$ cat src/rtl/div_unit_pkg.sv
// div_unit_pkg: shared operation codes, FSM state encoding and decode helpers for div_unit.
package div_unit_pkg;

    localparam logic [4:0] ALU_DIV  = 5'h0c;
    localparam logic [4:0] ALU_DIVU = 5'h0d;
    localparam logic [4:0] ALU_REM  = 5'h0e;
    localparam logic [4:0] ALU_REMU = 5'h0f;

    typedef enum logic [1:0] {
        IDLE = 2'd0,
        CALC = 2'd1,
        DONE = 2'd2
    } div_state_e;

    function automatic logic is_div_op(input logic [4:0] code);
        return (code == ALU_DIV) || (code == ALU_DIVU) ||
               (code == ALU_REM) || (code == ALU_REMU);
    endfunction

    function automatic logic is_signed_op(input logic [4:0] code);
        return (code == ALU_DIV) || (code == ALU_REM);
    endfunction

    function automatic logic is_rem_op(input logic [4:0] code);
        return (code == ALU_REM) || (code == ALU_REMU);
    endfunction

endpackage

$ cat src/rtl/div_unit_step.sv
// div_step: one combinational radix-2 restoring division step on unsigned magnitudes.
module div_step
    import div_unit_pkg::*;
#(
    parameter int WIDTH = 32
) (
    input  logic [WIDTH-1:0] rem_in,
    input  logic [WIDTH-1:0] quo_in,
    input  logic [WIDTH-1:0] divisor,
    output logic [WIDTH-1:0] rem_out,
    output logic [WIDTH-1:0] quo_out
);

    logic [WIDTH:0] shifted;
    logic [WIDTH:0] diff;
    logic           fits;

    // Shift the next dividend bit into the partial remainder and subtract the divisor if it fits.
    always_comb begin
        shifted = {rem_in, quo_in[WIDTH-1]};
        diff    = shifted - {1'b0, divisor};
        fits    = (shifted >= {1'b0, divisor});
        rem_out = fits ? diff[WIDTH-1:0] : shifted[WIDTH-1:0];
        quo_out = {quo_in[WIDTH-2:0], fits};
    end

endmodule

$ cat src/rtl/div_unit.sv
// div_unit: iterative signed/unsigned divider with valid/ready handshakes, flush and sync reset.
// Optional macro DIV_EARLY_OUT_EN: divide-by-zero and signed overflow skip CALC and respond in one cycle.
module div_unit
    import div_unit_pkg::*;
#(
    parameter int WIDTH = 32
) (
    input  logic             clk,
    input  logic             rst,
    input  logic             flush,
    input  logic             req_valid,
    output logic             req_ready,
    input  logic [4:0]       alucode,
    input  logic [WIDTH-1:0] x,
    input  logic [WIDTH-1:0] y,
    output logic             resp_valid,
    input  logic             resp_ready,
    output logic [WIDTH-1:0] result,
    output logic             busy
);

    localparam int               CNT_W    = (WIDTH > 1) ? $clog2(WIDTH) : 1;
    localparam logic [CNT_W-1:0] LAST_CNT = CNT_W'(WIDTH - 1);
    localparam logic [WIDTH-1:0] ALL_ONES = {WIDTH{1'b1}};
    localparam logic [WIDTH-1:0] ZERO     = {WIDTH{1'b0}};
    localparam logic [WIDTH-1:0] MIN_NEG  = {1'b1, {(WIDTH-1){1'b0}}};

`ifdef DIV_EARLY_OUT_EN
    localparam bit EARLY_OUT = 1'b1;
`else
    localparam bit EARLY_OUT = 1'b0;
`endif

    div_state_e       state_q;
    div_state_e       state_d;
    logic [CNT_W-1:0] cnt_q;
    logic [4:0]       op_q;
    logic [WIDTH-1:0] rem_q;
    logic [WIDTH-1:0] quo_q;
    logic [WIDTH-1:0] dvs_q;
    logic             neg_quo_q;
    logic             neg_rem_q;
    logic             div_zero_q;
    logic [WIDTH-1:0] result_q;

    logic             accept;
    logic             consume;
    logic             last_iter;
    logic             op_signed;
    logic             x_neg;
    logic             y_neg;
    logic [WIDTH-1:0] x_mag;
    logic [WIDTH-1:0] y_mag;
    logic             y_zero;
    logic             overflow;
    logic             special;
    logic [WIDTH-1:0] special_result;
    logic [WIDTH-1:0] step_rem;
    logic [WIDTH-1:0] step_quo;
    logic [WIDTH-1:0] quo_fix;
    logic [WIDTH-1:0] rem_fix;
    logic [WIDTH-1:0] final_result;

    assign accept    = req_valid && (state_q == IDLE) && !flush;
    assign consume   = (state_q == DONE) && resp_ready;
    assign last_iter = (cnt_q == LAST_CNT);

    assign op_signed = is_signed_op(alucode);
    assign x_neg     = op_signed && x[WIDTH-1];
    assign y_neg     = op_signed && y[WIDTH-1];
    assign x_mag     = x_neg ? (~x + 1'b1) : x;
    assign y_mag     = y_neg ? (~y + 1'b1) : y;
    assign y_zero    = (y == ZERO);
    assign overflow  = op_signed && (x == MIN_NEG) && (y == ALL_ONES);
    assign special   = is_div_op(alucode) && (y_zero || overflow);

    assign special_result = y_zero ? (is_rem_op(alucode) ? x : ALL_ONES)
                                   : (is_rem_op(alucode) ? ZERO : x);

    div_step #(
        .WIDTH (WIDTH)
    ) u_step (
        .rem_in  (rem_q),
        .quo_in  (quo_q),
        .divisor (dvs_q),
        .rem_out (step_rem),
        .quo_out (step_quo)
    );

    assign quo_fix      = div_zero_q ? ALL_ONES : (neg_quo_q ? (~step_quo + 1'b1) : step_quo);
    assign rem_fix      = neg_rem_q ? (~step_rem + 1'b1) : step_rem;
    assign final_result = is_rem_op(op_q) ? rem_fix : quo_fix;

    // State register; reset overrides everything else.
    always_ff @(posedge clk) begin
        if (rst) begin
            state_q <= IDLE;
        end else begin
            state_q <= state_d;
        end
    end

    // Next-state and handshake outputs; flush kills any in-flight or pending result.
    always_comb begin
        state_d    = state_q;
        req_ready  = (state_q == IDLE) && !flush;
        resp_valid = (state_q == DONE);
        busy       = (state_q != IDLE);
        unique case (state_q)
            IDLE: begin
                if (accept) begin
                    if (!is_div_op(alucode) || (EARLY_OUT && special)) begin
                        state_d = DONE;
                    end else begin
                        state_d = CALC;
                    end
                end
            end
            CALC: begin
                if (last_iter) begin
                    state_d = DONE;
                end
            end
            DONE: begin
                if (consume) begin
                    state_d = IDLE;
                end
            end
            default: state_d = IDLE;
        endcase
        if (flush) begin
            state_d = IDLE;
        end
    end

    // Operand capture at accept, one restoring step per CALC cycle, and result capture on the last step.
    always_ff @(posedge clk) begin
        if (rst) begin
            cnt_q      <= '0;
            op_q       <= '0;
            rem_q      <= '0;
            quo_q      <= '0;
            dvs_q      <= '0;
            neg_quo_q  <= 1'b0;
            neg_rem_q  <= 1'b0;
            div_zero_q <= 1'b0;
            result_q   <= '0;
        end else begin
            unique case (state_q)
                IDLE: begin
                    if (accept) begin
                        op_q       <= alucode;
                        cnt_q      <= '0;
                        rem_q      <= '0;
                        quo_q      <= x_mag;
                        dvs_q      <= y_mag;
                        neg_quo_q  <= x_neg ^ y_neg;
                        neg_rem_q  <= x_neg;
                        div_zero_q <= y_zero;
                        if (!is_div_op(alucode)) begin
                            result_q <= ZERO;
                        end else if (EARLY_OUT && special) begin
                            result_q <= special_result;
                        end
                    end
                end
                CALC: begin
                    if (!flush) begin
                        rem_q <= step_rem;
                        quo_q <= step_quo;
                        cnt_q <= cnt_q + 1'b1;
                        if (last_iter) begin
                            result_q <= final_result;
                        end
                    end
                end
                default: begin
                end
            endcase
        end
    end

    assign result = result_q;

endmodule

$ cat config.mk
export PLATFORM = sky130hd
export DESIGN_NAME = div_unit
export DESIGN_NICKNAME = d
export VERILOG_FILES = /design/src/rtl/div_unit_pkg.sv /design/src/rtl/div_unit_step.sv /design/src/rtl/div_unit.sv
export SDC_FILE = /design/constraint.sdc
export NUM_CORES = 1
export LEC_CHECK = 0
export BUFFER_PORTS_ARGS = -buffer_cell sky130_fd_sc_hd__buf_2
export CAP_MARGIN = 10
export CORE_MARGIN = 5
export CORE_UTILIZATION = 30
export CTS_BUF_LIST = sky130_fd_sc_hd__clkbuf_16
export CTS_CLUSTER_SIZE = 30
export DETAILED_ROUTE_END_ITERATION = 7
export GPL_ROUTABILITY_DRIVEN = 0
export PLACE_DENSITY = 0.5
export RECOVER_POWER = 100
export SLEW_MARGIN = 20
export SYNTH_ARGS = -nofsm -noshare
export SYNTH_HDL_FRONTEND = slang
export SYNTH_SLANG_ARGS = --single-unit
$ cat constraint.sdc
create_clock -name clk -period 6.9 [get_ports clk]
set_clock_uncertainty 0.15 [all_clocks]
set_input_delay 1.38 -clock clk [delete_from_list [all_inputs] [get_ports clk]]
set_output_delay 1.38 -clock clk [all_outputs]
set_load 0.02 [all_outputs]
---- After elaboration in Yosys (flattened, before gate mapping) ----
Cells that the tools add are included.
operators by class
  add/sub/neg operators ................... 6
  multiply operators ...................... 0
  div/mod/pow operators ................... 0
  magnitude comparators ................... 1
  equality and inequality tests ........... 14
  shift operators ......................... 0
  multiplexer cells ....................... 26
  bitwise operators ....................... 5
  reductions and logical operators ........ 21
operators by type and width
  cell                                                    number
  two-way mux 32 bit                                      15
  one-hot mux 32 bit (2 select lines)                     3
  adder 32 x 1 -> 32 bit (second input constant)          4
  NOT 32 bit                                              4
  greater-or-equal comparator 33 x 32 -> 1 bit            1
  zero test 32 bit                                        1
  subtractor 32 bit                                       1
  == test 5 x 4 -> 1 bit (second input constant)          6
  two-way mux 5 bit                                       2
  one-hot mux 5 bit (2 select lines)                      1
  two-way mux 2 bit                                       4
  inequality test 2 bit (second input constant)           4
  logical AND 1 bit                                       6
  one-hot mux 2 bit (3 select lines)                      1
  AND reduction 3 bit                                     2
  adder 5 x 1 -> 5 bit (second input constant)            1
  == test 5 bit (second input constant)                   1
  logical OR 1 bit                                        5
  AND reduction 5 bit                                     1
  nonzero test 2 bit                                      2
  == test 2 x 1 -> 1 bit (second input constant)          1
  == test 2 bit (second input constant)                   1
  zero test 2 bit                                         1
  inequality test 2 x 1 -> 1 bit (second input constant)  1
  4 further kinds                                         4
storage, ports and cells
  flip-flop bits (word level) ............. 143
  latch bits .............................. 0
  memory bits (writable) .................. 0
  ROM bits ................................ 0
  bits of input ports ..................... 74
  output and inout bits ................... 35
  word-level logic and storage cells ...... 83
  memories ................................ 0

---- Depth between registers and ports, before layout ----
Gate-level depths: netlist of run 1.
  word-level depth ........................ 9
  mapped depth ............................ 26

---- By module ----
Synthesis of run 1 repeated with hierarchy kept, for this count alone.
second synthesis, totals
  cells, all modules ...................... 1,466
  area total of the unflattened synthesis .. 10,916.7 µm²
modules (own cells, without submodules)
  module    instances  cells each  area each (µm²)  seq. area each (µm²)
  div_unit  1          1,072       8,315.5          2,842.7
  div_step  1          394         2,601.2          0.0

---- Worst setup path after synthesis of run 1 ----
No wires, ideal clock.
  kind .................................... flip-flop to flip-flop
  start ................................... reg rem_q[11]
  end ..................................... reg result_q[28] (netlist: result[28])
  setup time .............................. 0.122 ns
  arrival time ............................ 4.291 ns
  required time ........................... 6.628 ns
  setup slack ............................. 2.338 ns
  cell stages (with the launch flop) ...... 24
  cells stage by stage .................... dfxtp_1 > ha_1 > a21oi_2 > o21ai_1 > a221oi_2 > a211oi_2 > or2_1 > buf_6 > inv_2 > buf_6 > buf_4 > buf_4 > buf_2 > ha_1 > nand2b_1 > or3_1 > nor2_1 > nand3_1 > o31ai_1 > xor2_1 > a21oi_1 > nand2b_1 > mux2i_1 > a221o_1
between the ends
  cells in the longest elaborated chain, start to end .. 9
  elaborated cells on any way between the ends .. 14
  those cells by class .................... 3 x add/sub; 1 x order compare; 8 x mux; 2 x bitwise
ends and longest elaborated chain
  element                                                                            RTL line                                  RTL
  start: declaration                                                                 div_unit.sv:38                            logic [WIDTH-1:0] rem_q;
  start signal: assignment                                                           div_unit.sv:169                           rem_q <= step_rem;
  subtractor 32 bit or greater-or-equal comparator 33 x 32 -> 1 bit (tied branches)  div_unit_step.sv:21, div_unit_step.sv:22
  two-way mux 32 bit or NOT 32 bit (tied branches)                                   div_unit_step.sv:23, div_unit.sv:90
  NOT 32 bit or adder 32 x 1 -> 32 bit (tied branches)                               div_unit.sv:91, div_unit.sv:90
  adder 32 x 1 -> 32 bit or two-way mux 32 bit (tied branches)                       div_unit.sv:91, div_unit.sv:90
  two-way mux 32 bit, on equally long branches                                       div_unit.sv:91, div_unit.sv:90
  two-way mux 32 bit (*)                                                             div_unit.sv:92                            assign final_result = is_rem_op(op_q) ? rem_fix : quo_fix;
  two-way mux 32 bit (*)                                                             div_unit.sv:172                           if (last_iter) begin
  two-way mux 32 bit (*)                                                             div_unit.sv:168                           if (!flush) begin
  one-hot mux 32 bit (2 select lines) (*)                                            div_unit.sv:149                           unique case (state_q)
  end signal: assignment                                                             div_unit.sv:163                           result_q <= special_result;
  end signal: assignment                                                             div_unit.sv:173                           result_q <= final_result;
  end: declaration                                                                   div_unit.sv:44                            logic [WIDTH-1:0] result_q;
Mark *: on every way between the ends. The rest lies on a longest branch, timed or not. The select of a mux whose other input is x is not followed.
A chain may end at the register's enable or synchronous reset.

---- Worst setup path in the final report of run 1 ----
  start ................................... reg rem_q[17]
  end ..................................... reg result_q[27] (netlist: result[27])
Same word-level chain as after synthesis.

==> results of run 1 <==
-- Yosys cell counts (all sizes together), types with 8 or more instances --
cell type,instances
xor2,75
or2,8
nand2,171
or4,14
o221ai,14
and2,11
o21ai,85
a311oi,10
o41ai,8
nor2,205
a21oi,145
or3,30
buf,24
nand2b,11
and3,15
inv,51
dfxtp,142
o211ai,12
xnor2,45
nor4,15
nor2b,9
a22oi,8
clkbuf,76
a21o,8
mux2i,18
nand3,43
ha,38
nand4,18
a211oi,59
nor3,43
a31oi,28
o31ai,29
-- final timing paths --
path | cells after the start | end | start | slack, ps
worst max-delay path | 14 | result[27] | rem_q[17] | 1060
worst min-delay path | 2 | result[19] | result[19] | 300
worst max register to register | 14 | result[27] | rem_q[17] | 1060
worst min register to register | 2 | result[19] | result[19] | 300
-- worst max-delay path: stages, from the launching register on --
cell and delay (ps):
dfxtp_1 360, ha_1 480, a21oi_1 150, o21ai_0 420
a31oi_1 110, o31ai_1 720, or2_2 550, inv_1 590
clkbuf_1 430, nor3_1 270, o22ai_1 220, nor3_1 480
nand4_1 190, a211o_1 340, a32o_1 250
-- state kept, by name, indices dropped and copies added, names as in the netlist --
name        count
dvs_q          32
cnt_q           5
neg_quo_q       1
rem_q          32
op_q            4
neg_rem_q       1
div_zero_q      1
state_q         2
quo_q          32
result         32
-- metal layers --
| layer | up-vias | part of all wire [%] | GRT usage [%] |
|---|---|---|---|
| met3 | 56 | 5.2 | 2.827 |
| li1 | 5720 | - | - |
| met4 | 0 | 2.6 | 6.239 |
| met2 | 367 | 45 | 29.29 |
| met5 | - | 0 | 0 |
| met1 | 5498 | 47 | 27.07 |
-- area by class of cell --
type                       instances  area (um2)
inverter                          51       191.4
clock buffer                      17       425.4
clock inverter                    15       140.1
sequential                       142        2844
timing repair buffer             125       608.1
tap                              468       585.6
fill                            3968       24220
multi-input combinational       1254        7684
-- stage by stage --
step                      worst slack, ps  cells  instance area (um2)  power [uW]  hold WS (ps)
after floorplan                      2338   1547                11180        1204         281.9
after global placement               1710   2040                12000        1357         285.6
after detailed placement             1640   2040                12000        1357         293.8
after CTS                            1616   2072                12570        2271         305.2
after global routing                660.8   2072                12480        2358         322.5
final                                1060   2072                12480        2255         300.3
-- cells by family after synthesis --
| logic type | count (synthesis) | share of synthesized area [%] |
|---|---|---|
| compound gates | 467 | 27.73 |
| mux | 18 | 1.612 |
| simple gates | 610 | 25.72 |
| xor+xnor | 120 | 9.402 |
| fa+ha+maj | 39 | 4.433 |
| buf+inv | 151 | 5.675 |
| flops | 142 | 25.43 |
-- power groups by stage --
stage	registers (uW)	clock network, uW	logic (uW)
2_1_floorplan	878	0	326
3_3_place_gp	887	0	470
3_5_place_dp	888	0	469
4_1_cts	869	930	471
5_1_grt	873	965	520
6_report	869	912	473
==> impl_metrics.json, run 1 <==
{
  "cts.sinks": 142,
  "criticalPathCategory": "register to register",
  "yosysWarnings": 0,
  "syn_inst": 1547,
  "cts_inserted_buffers": 17,
  "diodes": 0,
  "syn_nets": 1660,
  "ys_ff_latch": 142,
  "clk_path_buf_depth": 2,
  "start_kind": "register",
  "fin_crit_sh_pct": 84.64,
  "grt_pass1_vias": 10907,
  "drc_errors": 0,
  "internal_power_uw": 1505,
  "p_per_area_nw_per_um2": 180.7,
  "leakagePower_uw": 0.004692,
  "switchingPower_uw": 749.8,
  "clk_pin_slew_ps": 70,
  "arrival_ps": 6020,
  "outcome": "finished, violations left",
  "drive_gt1_share_pct": 8.978,
  "io_pins": 109,
  "track_usage_pct": 18.94,
  "die_w_um": 203.0,
  "clk_latency_ps": 440,
  "ys_seq_area_share_pct": 25.43,
  "drt_iter0_markers": 1057,
  "yosys.area.top_type_share_pct": 25.43,
  "max-vdd-ir-drop_mv": 0.1204,
  "violations": "max-capacitance violations, max-slew violations",
  "final_common_cell": "nor2_1",
  "firstDrtPassIters": 6,
  "synth_enable_flop_cells": 0,
  "rows": 70,
  "hold_viol": 0,
  "yosys-top-cells-area": "dfxtp_1 25%, nor2_1 6.9%, a21oi_1 6.4%",
  "antenna_found_initial": 0,
  "slew_viol_final": 79,
  "p_seq_share_pct": 38.6,
  "hp-class": "register to register",
  "cts.repair.resized": 0,
  "vias": 11641,
  "port_buffers": 108,
  "root_buffer": "clkbuf_16",
  "avgRoutedWirePerCell_um": 19.44,
  "place_hpwl_um": 30830,
  "fmax_mhz": 171.2,
  "comb_power_share_pct": 21.0,
  "start_util_pct": 30.46,
  "cp.required_ps": 7080,
  "p_sw_share_pct": 33.26,
  "syn_area_um2": 11180,
  "p_clk_share_pct": 40.5,
  "ant_nets": 0,
  "min_period_ps": 5840,
  "worstMarginPinSlew_ps": 3850,
  "rsz0062_at_grt": "no",
  "wirelength_um": 40280,
  "grt_max_degree": 79,
  "dieArea_um2": 41220,
  "synth_cell_type_count": 87,
  "overflow": 0,
  "fin_util_pct": 34.00,
  "cts_hold_buf": 0,
  "setup_tns_ps": 0,
  "async_flop_share_pct": 0,
  "max_slew_margin_pct": -156.7,
  "core-area_um2": 36700,
  "postCtsSetupRepairBufs": 0,
  "cp_max_fo": 32,
  "fp.dieH_um": 203.0,
  "synthToLayoutAreaGrowth_pct": 11.63,
  "via_per_inst": 5.618,
  "cts-htree-levels": 4,
  "syn_avg_cell_area_um2": 7.226,
  "ys.flop_type": "dfxtp_1",
  "cts_tree": "done",
  "synth_top_area_cell": "dfxtp_1",
  "drv_cap": 1,
  "worst_setup_path_end_kind": "register",
  "grt_first_pass_wirelength_um": 62930,
  "nets": 1704,
  "layout_common_cells": "202 x nor2_1, 170 x nand2_1, 144 x a21oi_1",
  "finalSetupViolCount": 0
}
Power figures use the tool's default switching activity.
==> inputs of run 2 (changes only) <==
==> constraint.sdc (replaced) <==
create_clock -name clk -period 5.4 [get_ports clk]
set_clock_uncertainty 0.15 [all_clocks]
set_input_delay 1.08 -clock clk [delete_from_list [all_inputs] [get_ports clk]]
set_output_delay 1.08 -clock clk [all_outputs]
set_load 0.02 [all_outputs]
==> run 2 against run 1 <==
Net effect:
- the flow still finishes with violations (max-capacitance violations, max-slew violations)
- via count shrank 0.65%
- count of clock-buffer cells in the layout is the same
- sequential share of layout area shrank 0.14 points
- critical path depth shrank 11
- sequential power grew 28%
- critical path type is now input pin to register
- critical endpoint is now dvs_q[24]
- largest cell class unchanged
==> impl_metrics.json, run 2 (synthesis gave the netlist of run 1 again) <==
{
  "outcome": "finished, violations left",
  "violations": "max-capacitance violations, max-slew violations",
  "hold_viol": 0,
  "finalSetupViolCount": 0,
  "totalPowerFinal_uw": 2982,
  "track_usage_pct": 18.83,
  "start_kind": "input pin",
  "port_buffers": 108,
  "fin_crit_sh_pct": 92.58,
  "root_buffer": "clkbuf_16",
  "leakagePower_uw": 0.004722,
  "final_common_cell": "nor2_1",
  "criticalPathCategory": "input pin to register",
  "preCtsSetupSlack_ps": 467.4,
  "holdCritStartpoint": "result[18]",
  "layout_common_cells": "203 x nor2_1, 170 x nand2_1, 143 x a21oi_1",
  "via_per_inst": 5.579,
  "regToRegSetupSlack_ps": 530,
  "cts.sinks": 142,
  "place_hpwl_um": 30790,
  "fin_util_pct": 34.20,
  "min_to": "result[18]",
  "dp_cells": 2041,
  "rsz0062_at_grt": "no",
  "fp.dieH_um": 203.0,
  "start_util_pct": 30.46,
  "p_per_area_nw_per_um2": 237.6,
  "clk_latency_ps": 450,
  "regArea_um2": 2843,
  "drv_cap": 1,
  "min_period_ps": 4999,
  "r2r_start": "rem_q[16]",
  "cts_tree": "done",
  "cts_hold_buf": 0,
  "final_cell_count_no_fill": 2073,
  "io_pins": 109,
  "cts_inserted_buffers": 17,
  "vias": 11565,
  "hp-class": "register to register",
  "clk_pin_slew_ps": 70,
  "grt_pass1_vias": 10738,
  "antenna_found_initial": 0,
  "r2r_cells": 15,
  "die_w_um": 203.0,
  "cts-htree-levels": 4,
  "grt_first_pass_wirelength_um": 62300,
  "arrival_ps": 4970,
  "slew_viol_final": 77,
  "r2r_end": "result[26]",
  "worstMarginPinSlew_ps": 3844,
  "num-fill-cells": 3932,
  "grt_max_degree": 77,
  "diodes": 0,
  "overflow": 0,
  "avgRoutedWirePerCell_um": 19.38,
  "wirelength_um": 40180,
  "postCtsSetupRepairBufs": 0,
  "drc_errors": 0,
  "max_slew_margin_pct": -156.2,
  "worst_setup_path_end_kind": "register",
  "max-vdd-ir-drop_mv": 0.1452,
  "rows": 70,
  "nets": 1705,
  "setup_ws_ps": 400.6,
  "cp.required_ps": 5370,
  "core-area_um2": 36700,
  "hold_depth": 2,
  "dieArea_um2": 41220,
  "setup_tns_ps": 0,
  "setup.worst_path.start": "rst",
  "drt_iter0_markers": 1172,
  "ant_nets": 0,
  "cp_max_fo": 76,
  "synthToLayoutAreaGrowth_pct": 12.29,
  "firstDrtPassIters": 6,
  "drive_gt1_share_pct": 9.097,
  "fmax_mhz": 200.0,
  "clk_path_buf_depth": 2,
  "multi_input_area_um2": 7701
}
-- run 2: cell types whose count changed in the layout (fill, tap and decap cells not counted), moves of 2 or more --
cell | previous run | this run
buf_4 | 13 | 15
inv_8 | 1 | 4
buf_2 | 71 | 69
clkinv_4 | 6 | 0
inv_6 | 3 | 6
clkinv_1 | 2 | 0
-- run 2: report_power, final --
part           total, uW  switching (uW)  internal (uW)
sequential          1110            33.4           1080
combinational        606             403            203
clock               1260             559            705
total               2980             996           1990
-- run 2: critical path, cell delays in order --
cell and delay, ps:
clkbuf_2 880, clkbuf_1 2760, a211oi_1 140
-- run 2: worst max-delay path by stage --
| stage | end | cells past startpoint |
|---|---|---|
| 5_1_grt | result[26] | 16 |
| 3_3_place_gp | result[26] | 16 |
| 6_report | dvs_q[24] | 3 |
| 3_5_place_dp | result[26] | 16 |
| 2_1_floorplan | result[28] | 23 |
| 4_1_cts | result[26] | 16 |
-- run 2: layout make-up --
| cell class | count | share of cell area (%) |
|---|---|---|
| multi-input cells | 1254 | 61.35 |
| inverters | 51 | 1.525 |
| well taps | 468 | 4.665 |
| clock buffers | 17 | 3.389 |
| flip-flops and latches | 142 | 22.65 |
| repair buffers | 126 | 4.914 |
| clock inverters | 15 | 1.505 |
-- run 2: layer usage --
layer,GRT usage (%),routed length [um]
met3,3.354,2410
met5,0,0
met2,29.61,18020
met4,5.541,978
met1,26.44,18780
-- run 2: what timing repair did --
item / CTS / global route
hold endpoints to repair: 0 / 0
gates resized for setup: 0 / 2
setup endpoints to repair: 0 / 2
-- run 2: metrics by stage --
stage / hold WS (ps) / cell area (um2)
2_1_floorplan: 281.9 / 11180
3_3_place_gp: 277.4 / 12010
3_5_place_dp: 282.5 / 12010
4_1_cts: 291.8 / 12620
5_1_grt: 330.6 / 12550
6_report: 287.4 / 12550
